==> config.mk <==
export PLATFORM = sky130hd
export DESIGN_NAME = nios_avalon_st_packet_arbiter
export DESIGN_NICKNAME = d
export VERILOG_FILES = /design/src/rtl/nios_st_arb_pkg.sv /design/src/rtl/nios_st_rr_picker.sv /design/src/rtl/nios_avalon_st_packet_arbiter.sv
export SDC_FILE = /design/constraint.sdc
export NUM_CORES = 1
export LEC_CHECK = 0
export ABC_AREA = 0
export CORE_ASPECT_RATIO = 0.9
export CORE_MARGIN = 5
export CORE_UTILIZATION = 18
export CTS_CLUSTER_DIAMETER = 40
export DETAILED_ROUTE_END_ITERATION = 8
export GPL_TIMING_DRIVEN = 0
export MAX_ROUTING_LAYER = met4
export PLACE_DENSITY = 0.88
export SLEW_MARGIN = 20
export SYNTH_ARGS = -nofsm -noshare
export SYNTH_HDL_FRONTEND = slang
export SYNTH_SLANG_ARGS = --single-unit
==> constraint.sdc <==
create_clock -name clk -period 1.1 [get_ports clk]
set_clock_uncertainty 0.1 [all_clocks]
set_input_delay 0.22 -clock clk [delete_from_list [all_inputs] [get_ports clk]]
set_output_delay 0.22 -clock clk [all_outputs]
set_load 0.02 [all_outputs]
==> src/rtl/nios_st_arb_pkg.sv <==
`default_nettype none
// ============================================================================
// Module   : nios_st_arb_pkg
// Brief    : Shared widths, FSM state type and rotating priority pick used by
//            the Avalon-ST packet arbiter.
// Revision : 1.0
// ============================================================================
package nios_st_arb_pkg;

    localparam int c_DATA_W  = 32;
    localparam int c_ERR_W   = 6;
    localparam int c_EMPTY_W = 2;
    localparam int c_MAX_IN  = 8;

    typedef enum logic {
        IDLE = 1'b0,
        BUSY = 1'b1
    } state_e;

    // First set bit of req found when scanning upward from ptr, wrapping at n.
    function automatic logic [c_MAX_IN-1:0] rr_pick(
        input logic [c_MAX_IN-1:0] req,
        input logic [2:0]          ptr,
        input int unsigned         n
    );
        logic [c_MAX_IN-1:0] win;
        logic                found;
        logic [2:0]          idx;
        win   = '0;
        found = 1'b0;
        for (int unsigned k = 0; k < c_MAX_IN; k++) begin
            idx = 3'((32'(ptr) + k) % n);
            if ((k < n) && !found && req[idx]) begin
                win[idx] = 1'b1;
                found    = 1'b1;
            end
        end
        return win;
    endfunction

endpackage
`default_nettype wire

==> src/rtl/nios_st_rr_picker.sv <==
`default_nettype none
// ============================================================================
// Module   : nios_st_rr_picker
// Brief    : Combinational round-robin picker: one-hot winner among requests,
//            searching from the rotating pointer.
// Revision : 1.0
// ============================================================================
module nios_st_rr_picker
    import nios_st_arb_pkg::*;
#(
    parameter int NUM_IN = 2,
    parameter int PTR_W  = 1
) (
    input  logic [NUM_IN-1:0] i_req,
    input  logic [PTR_W-1:0]  i_ptr,
    output logic [NUM_IN-1:0] o_grant,
    output logic              o_any
);

    logic [c_MAX_IN-1:0] w_req8;
    logic [c_MAX_IN-1:0] w_pick8;

    always_comb begin
        w_req8             = '0;
        w_req8[NUM_IN-1:0] = i_req;
    end

    assign w_pick8 = rr_pick(w_req8, 3'(i_ptr), NUM_IN);
    assign o_grant = w_pick8[NUM_IN-1:0];
    assign o_any   = |w_pick8;

endmodule
`default_nettype wire

==> src/rtl/nios_avalon_st_packet_arbiter.sv <==
`default_nettype none
// ============================================================================
// Module   : nios_avalon_st_packet_arbiter
// Brief    : Packet-locked round-robin arbiter sharing one Avalon-ST sink among
//            NUM_IN sources. Optional per-input packet counters via
//            NIOS_ARB_STATS_EN.
// Revision : 1.0
// ============================================================================
module nios_avalon_st_packet_arbiter
    import nios_st_arb_pkg::*;
#(
    parameter int NUM_IN  = 2,
    parameter int DATA_W  = c_DATA_W,
    parameter int ERR_W   = c_ERR_W,
    parameter int EMPTY_W = c_EMPTY_W
) (
    input  logic                      clk,
    input  logic                      reset_n,
    input  logic [NUM_IN-1:0]         in_valid,
    output logic [NUM_IN-1:0]         in_ready,
    input  logic [NUM_IN*DATA_W-1:0]  in_data,
    input  logic [NUM_IN*ERR_W-1:0]   in_error,
    input  logic [NUM_IN-1:0]         in_startofpacket,
    input  logic [NUM_IN-1:0]         in_endofpacket,
    input  logic [NUM_IN*EMPTY_W-1:0] in_empty,
    input  logic                      out_ready,
    output logic                      out_valid,
    output logic [DATA_W-1:0]         out_data,
    output logic [ERR_W-1:0]          out_error,
    output logic                      out_startofpacket,
    output logic                      out_endofpacket,
    output logic [EMPTY_W-1:0]        out_empty,
    output logic [NUM_IN-1:0]         grant,
`ifdef NIOS_ARB_STATS_EN
    output logic                      proto_err,
    input  logic                      stats_clr,
    output logic [NUM_IN*16-1:0]      pkt_count
`else
    output logic                      proto_err
`endif
);

    localparam int c_PTR_W = (NUM_IN > 1) ? $clog2(NUM_IN) : 1;

    state_e              r_state, w_state_nxt;
    logic [NUM_IN-1:0]   r_grant, w_grant_nxt;
    logic [c_PTR_W-1:0]  r_ptr, w_ptr_nxt;
    logic                r_proto_err, w_proto_err_nxt;

    logic [NUM_IN-1:0]   w_req, w_stray, w_pick, w_in_ready;
    logic                w_any;
    logic [c_PTR_W-1:0]  w_owner, w_owner_inc;
    logic                w_valid, w_sop, w_eop, w_eop_acc;
    logic [DATA_W-1:0]   w_data;
    logic [ERR_W-1:0]    w_err;
    logic [EMPTY_W-1:0]  w_empty;

    assign w_req   = in_valid & in_startofpacket;
    assign w_stray = in_valid & ~in_startofpacket;

    nios_st_rr_picker #(
        .NUM_IN (NUM_IN),
        .PTR_W  (c_PTR_W)
    ) u_picker (
        .i_req   (w_req),
        .i_ptr   (r_ptr),
        .o_grant (w_pick),
        .o_any   (w_any)
    );

    // AND-OR mux keyed on the one-hot grant; reads zero while idle.
    always_comb begin
        w_owner = '0;
        w_valid = 1'b0;
        w_sop   = 1'b0;
        w_eop   = 1'b0;
        w_data  = '0;
        w_err   = '0;
        w_empty = '0;
        for (int i = 0; i < NUM_IN; i++) begin
            if (r_grant[i]) begin
                w_owner = c_PTR_W'(i);
                w_valid = w_valid | in_valid[i];
                w_sop   = w_sop | in_startofpacket[i];
                w_eop   = w_eop | in_endofpacket[i];
                w_data  = w_data | in_data[i*DATA_W +: DATA_W];
                w_err   = w_err | in_error[i*ERR_W +: ERR_W];
                w_empty = w_empty | in_empty[i*EMPTY_W +: EMPTY_W];
            end
        end
    end

    assign w_owner_inc = (w_owner == c_PTR_W'(NUM_IN - 1)) ? '0 : w_owner + c_PTR_W'(1);
    assign w_eop_acc   = w_valid & out_ready & w_eop;

    always_comb begin
        w_state_nxt     = r_state;
        w_grant_nxt     = r_grant;
        w_ptr_nxt       = r_ptr;
        w_proto_err_nxt = r_proto_err;
        w_in_ready      = '0;
        case (r_state)
            IDLE: begin
                // Stray non-SOP beats are drained so a broken source cannot block arbitration.
                w_in_ready = w_stray;
                if (|w_stray) begin
                    w_proto_err_nxt = 1'b1;
                end
                if (w_any) begin
                    w_state_nxt = BUSY;
                    w_grant_nxt = w_pick;
                end
            end
            BUSY: begin
                w_in_ready = r_grant & {NUM_IN{out_ready}};
                if (w_eop_acc) begin
                    w_state_nxt = IDLE;
                    w_grant_nxt = '0;
                    w_ptr_nxt   = w_owner_inc;
                end
            end
            default: begin
                w_state_nxt = IDLE;
                w_grant_nxt = '0;
            end
        endcase
    end

    always_ff @(posedge clk or negedge reset_n) begin
        if (!reset_n) begin
            r_state     <= IDLE;
            r_grant     <= '0;
            r_ptr       <= '0;
            r_proto_err <= 1'b0;
        end else begin
            r_state     <= w_state_nxt;
            r_grant     <= w_grant_nxt;
            r_ptr       <= w_ptr_nxt;
            r_proto_err <= w_proto_err_nxt;
        end
    end

    assign in_ready          = w_in_ready & {NUM_IN{reset_n}};
    assign out_valid         = w_valid;
    assign out_data          = w_data;
    assign out_error         = w_err;
    assign out_startofpacket = w_sop;
    assign out_endofpacket   = w_eop;
    assign out_empty         = w_empty;
    assign grant             = r_grant;
    assign proto_err         = r_proto_err;

`ifdef NIOS_ARB_STATS_EN
    generate
        for (genvar gi = 0; gi < NUM_IN; gi++) begin : g_stats
            logic [15:0] r_cnt;
            always_ff @(posedge clk or negedge reset_n) begin
                if (!reset_n) begin
                    r_cnt <= '0;
                end else if (stats_clr) begin
                    r_cnt <= '0;
                end else if (w_eop_acc && r_grant[gi] && (r_cnt != 16'hFFFF)) begin
                    r_cnt <= r_cnt + 16'd1;
                end
            end
            assign pkt_count[gi*16 +: 16] = r_cnt;
        end
    endgenerate
`endif

endmodule
`default_nettype wire

### After elaboration in Yosys (flattened, before gate mapping)

Cells that the tools add are included.

| operators by class | value |
|---|---|
| reduce and logical (&&, ||, !) cells | 9 |
| mux-type cells | 32 |
| add/sub/neg operators | 2 |
| order comparisons | 4 |
| eq/ne operators | 2 |
| bitwise gates (word level) | 15 |

Operators by type and width:

| kind | count |
|---|---|
| $mux 32 | 2 |
| $or 32x32->32 | 1 |
| $mux 1 | 17 |
| $mux 6 | 2 |
| $mux 2 | 5 |
| $and 2x2->2 | 4 |
| $lt 1x4->1 const B | 2 |
| $mux 8 | 1 |
| $or 8x2->8 | 1 |
| $pmux 2 s2 | 2 |
| $reduce_or 8->1 | 1 |
| $or 6x6->6 | 1 |
| $reduce_and 2->1 | 3 |
| $ne 2x1->1 const B | 2 |
| $logic_and 1x1->1 | 3 |
| $or 1x1->1 | 3 |
| $add 1x1->1 const B | 2 |
| $and 1x1->1 | 2 |
| $demux 1 s1 | 2 |
| $ge 1x1->1 const B | 2 |
| $not 2->2 | 1 |
| $or 2x2->2 | 1 |
| $pmux 1 s2 | 1 |
| $reduce_or 2->1 | 1 |
| other kinds (2) | 2 |

| storage, ports and cells | value |
|---|---|
| word-level logic and storage cells | 68 |
| bits of input ports | 89 |
| register bits | 5 |
| output and inout bits | 48 |

### Depth between registers and ports, before layout

| logic depth | value |
|---|---|
| depth in word-level cells | 10 |
| mapped depth | 4 |
| mapped depth without buffers | 4 |

### Cells and area by module

From an unflattened synthesis, not the netlist that was laid out.

| second synthesis, totals | value |
|---|---|
| cells, all modules | 89 |
| area, all modules | 735.7 µm² |

By module, submodules not included:

| module | cells an instance | seq. area each (µm²) | times used | area an instance (µm²) |
|---|---|---|---|---|
| nios_avalon_st_packet_arbiter | 85 | 125.1 | 1 | 710.7 |
| nios_st_rr_picker | 4 | 0.0 | 1 | 25.0 |

### Worst setup path after synthesis

No wires, ideal clock.

| path | value |
|---|---|
| path kind | register to output |
| start | register r_grant[0], in the netlist grant[0] |
| end | output port in_ready[0] |
| data arrival time | 1.129 ns |
| cell stages (with the launch flop) | 5 |
| data required time | 0.780 ns |
| path buffers | 1 |
| setup slack | -0.349 ns |
| path through | dfrtp_1 > buf_4 > and3_1 > a21oi_1 > nor2b_1 |

| between the ends | value |
|---|---|
| cells in the longest elaborated chain, start to end | 3 |

Ends and longest elaborated chain:

| what | line | text |
|---|---|---|
| start: declaration | nios_avalon_st_packet_arbiter.sv:46 | `logic [NUM_IN-1:0] r_grant, w_grant_nxt;` |
| start signal: assignment | nios_avalon_st_packet_arbiter.sv:137 | `r_grant <= w_grant_nxt;` |
| $and 2x2->2 | nios_avalon_st_packet_arbiter.sv:115 | `w_in_ready = r_grant & {NUM_IN{out_ready}};` |
| $pmux 2 s2 | nios_avalon_st_packet_arbiter.sv:102 | `case (r_state)` |
| $and 2x2->2 | nios_avalon_st_packet_arbiter.sv:143 | `assign in_ready = w_in_ready & {NUM_IN{reset_n}};` |
| end: declaration | nios_avalon_st_packet_arbiter.sv:20 | `output logic [NUM_IN-1:0] in_ready,` |

Every way passes these cells.

### Final worst setup path

| path | value |
|---|---|
| start | register r_grant[1], in the netlist grant[1] |
| end | output port out_data[2] |

| between the ends | value |
|---|---|
| cells in the longest elaborated chain, start to end | 1 |

Ends and longest elaborated chain:

| what | line | text |
|---|---|---|
| $mux 32 | nios_avalon_st_packet_arbiter.sv:81 | `if (r_grant[i]) begin` |
| end: declaration | nios_avalon_st_packet_arbiter.sv:28 | `output logic [DATA_W-1:0] out_data,` |

Every way passes these cells.

==> results.tsv <==
metric	value	unit
status	finished, violations left	
failing checks	negative setup slack	
worst-margin pin slew	0.2839	ns
# diodes	0	
XOR/XNOR Fraction of Synth Area	0	%
yosys warns	0	
top-area cell type share of the netlist area	49.92	%
routability cong.	0.7908	
latest clock arrival within the worst-skew pair	0.22	ns
Mapped Area	754.5	um^2
Worst path top cell family by delay	buffers and inverters	
Compound-Gate Fraction of Synth Area	61.53	%
CTS H-tree depth	1	
Worst Setup Start Kind	register	
Final Hold Viols	0	
Place WS	-1.018	ns
CTS sink cnt	5	
Clock Pin Slew Worst Setup and Hold Paths	0.04	ns
CTS max path bufs	2	
register bit total from synthesis	5	
Unique masters post-synth	21	
# rows	22	
vias in the first global route	1593	
RSZ-0062 raised after global routing	yes	
Starting Density	18.52	%
CP cell instances	buf_12, clkbuf_16, a22o_4, buf_6	
Data required, critical path	0.78	ns
Post-DRT Antenna Nets	0	
WL final	6.097	mm
Fillers	245	
total number of vias	1487	
Die ar.	5588	um^2
commonest cells after routing, fill and taps aside	clkdlybuf4s50_1 (82), buf_6 (57), a22o_4 (40)	
MaxCap Viol Count	0	
Worst path slowest cell	dfrtp_2	
Hold Crit Class	reg2reg	
Final Slew Violations	0	
Syn Nets	178	
Synth Area per Inst	8.477	um^2
layout net count	343	
Critical Path End Type	output pin	
wire per inst	20.26	um
share of post-route cells with drive strength above 1	54.55	%
Die Width	78.25	um
Pre-Repair DR Iteration Count	4	
DRC	0	
largest family of logic cells by synthesized area	compound AO/OA/AOI/OAI gates	
DRT iter0 DRCs	28	
core outline area	4074	um^2
gate count of the mapped netlist	89	
PortBufs	136	
top cells by area, synth	a22o_1 (50%), dfrtp_1 (17%), buf_2 (5.3%), a31oi_4 (2.8%), nand2_1 (2.5%)	
most common cell after layout, fill and taps aside	clkdlybuf4s50_1	
fin crit period	1.694	ns
WP buf/inv	3	
simple-gate portion of the synthesized area	10.28	%
IO Pins	137	
GRT overflow	0	
crit-path max cell delay	0.45	ns
Area Growth Syn to Fin	323.5	%
fin crit share	154.0	%
Placed Area	2571	um^2
first-pass GRT wire length	8.010	mm
largest net degree at the start of global routing	11	
initial antenna violation count	0	
Via density	4.940	
Post-Synth Adder-Cell Area	0	%
CTS tree	yes	
crit-path max FO	9	
Yosys top cell by area	a22o_1	
total power	8.121	mW
worst setup margin	-0.5941	ns
Finished Cell Area	3196	um^2
CTS Root Cell	clkbuf_8	
Max Fclk	590.3	MHz
PwrDens	2541	nW/um^2
DPL Wire Length	4.172	mm
mux contribution to synthesized area	1.327	%
Total Routing Usage GR	18.42	%
WS Path Type	reg2out	
multi-input logic area	949.7	um^2
Pleak	1.447	nW
Setup Viol. Count Final	51	
Critical Path AT	1.37	ns
Num CTS Buffers	3	
Seq/Total Area, Yosys	16.58	%
Final Core Density	78.44	%
peak supply drop	1.801	mV
die height	71.42	um
max_slew headroom	81.07	%
Reg area	128.9	um^2
## state kept, by name, summed over array words and instances, names as in the netlist
name       count
grant          2
proto_err      1
r_ptr          1
r_state        1
## synth_stat cells
| library cell | number |
|---|---|
| a21o_1 | 1 |
| a21oi_1 | 2 |
| a22o_1 | 43 |
| a22o_2 | 1 |
| a31oi_1 | 2 |
| a31oi_4 | 1 |
| and3_1 | 2 |
| buf_2 | 8 |
| buf_4 | 2 |
| buf_6 | 1 |
| dfrtp_1 | 5 |
| inv_1 | 3 |
| mux2i_1 | 1 |
| nand2_1 | 5 |
| nand3_1 | 2 |
| nand3_2 | 1 |
| nor2_1 | 2 |
| nor2b_1 | 3 |
| o21ai_0 | 2 |
| o21bai_1 | 1 |
| o32ai_1 | 1 |
## per-layer routing
layer,global-route usage [%],vias to the layer above,wire length [um]
li1,-,699,-
met1,17.32,694,2036
met2,36.88,78,3339
met3,4.648,16,503
met4,4.854,0,218
met5,-,-,0
## path summary, 6_finish.rpt
kind / depth (start not counted) / to / slack [ns] / start
worst max register to register: 6 / r_ptr / -0.37 / grant[0]
worst max-delay path: 4 / out_data[2] / -0.59 / grant[1]
worst min-delay path: 1 / proto_err / 0.40 / proto_err
min in group asynchronous: 2 / r_state / 0.48 / reset_n
worst min register to register: 1 / proto_err / 0.40 / proto_err
max in group asynchronous: 2 / grant[1] / 0.20 / reset_n
## logic make-up after synthesis
kind of cell	count (synthesis)
compound gates	54
flops	5
buf+inv	14
mux	1
simple gates	15
## cell type report
cell class	count	area share, %
buffer	11	6.617
clock buffer	4	1.410
inverter	3	0.3524
multi-input combinational	70	29.72
sequential	5	4.033
tap	48	1.879
timing repair buffer	160	55.99
## repair_timing
action | in CTS | in global routing
setup endpoints to repair | 53 | 52
resized for setup | 324 | 17
hold endpoints to repair | 5 | 0
gates cloned | 3 | 7
pin swaps | 3 | 17
buffers inserted | 12 | 2
hold buffers | 1 | 0
## metrics by stage
stage / hold slack (ns) / cells / setup TNS (ns)
floorplan: -0.1756 / 89 / -9.715
global placement: 0.3743 / 273 / -39.80
detailed placement: 0.3666 / 273 / -39.97
CTS: 0.3779 / 293 / -25.24
global route: 0.4585 / 301 / -28.10
finish: 0.4028 / 301 / -26.94
## power by group
group | internal [mW] | total [mW] | switching (mW)
clock | 0.250 | 0.348 | 0.0988
combinational | 4.47 | 7.41 | 2.93
sequential | 0.269 | 0.365 | 0.0962
(Power assumes the default switching activity.)
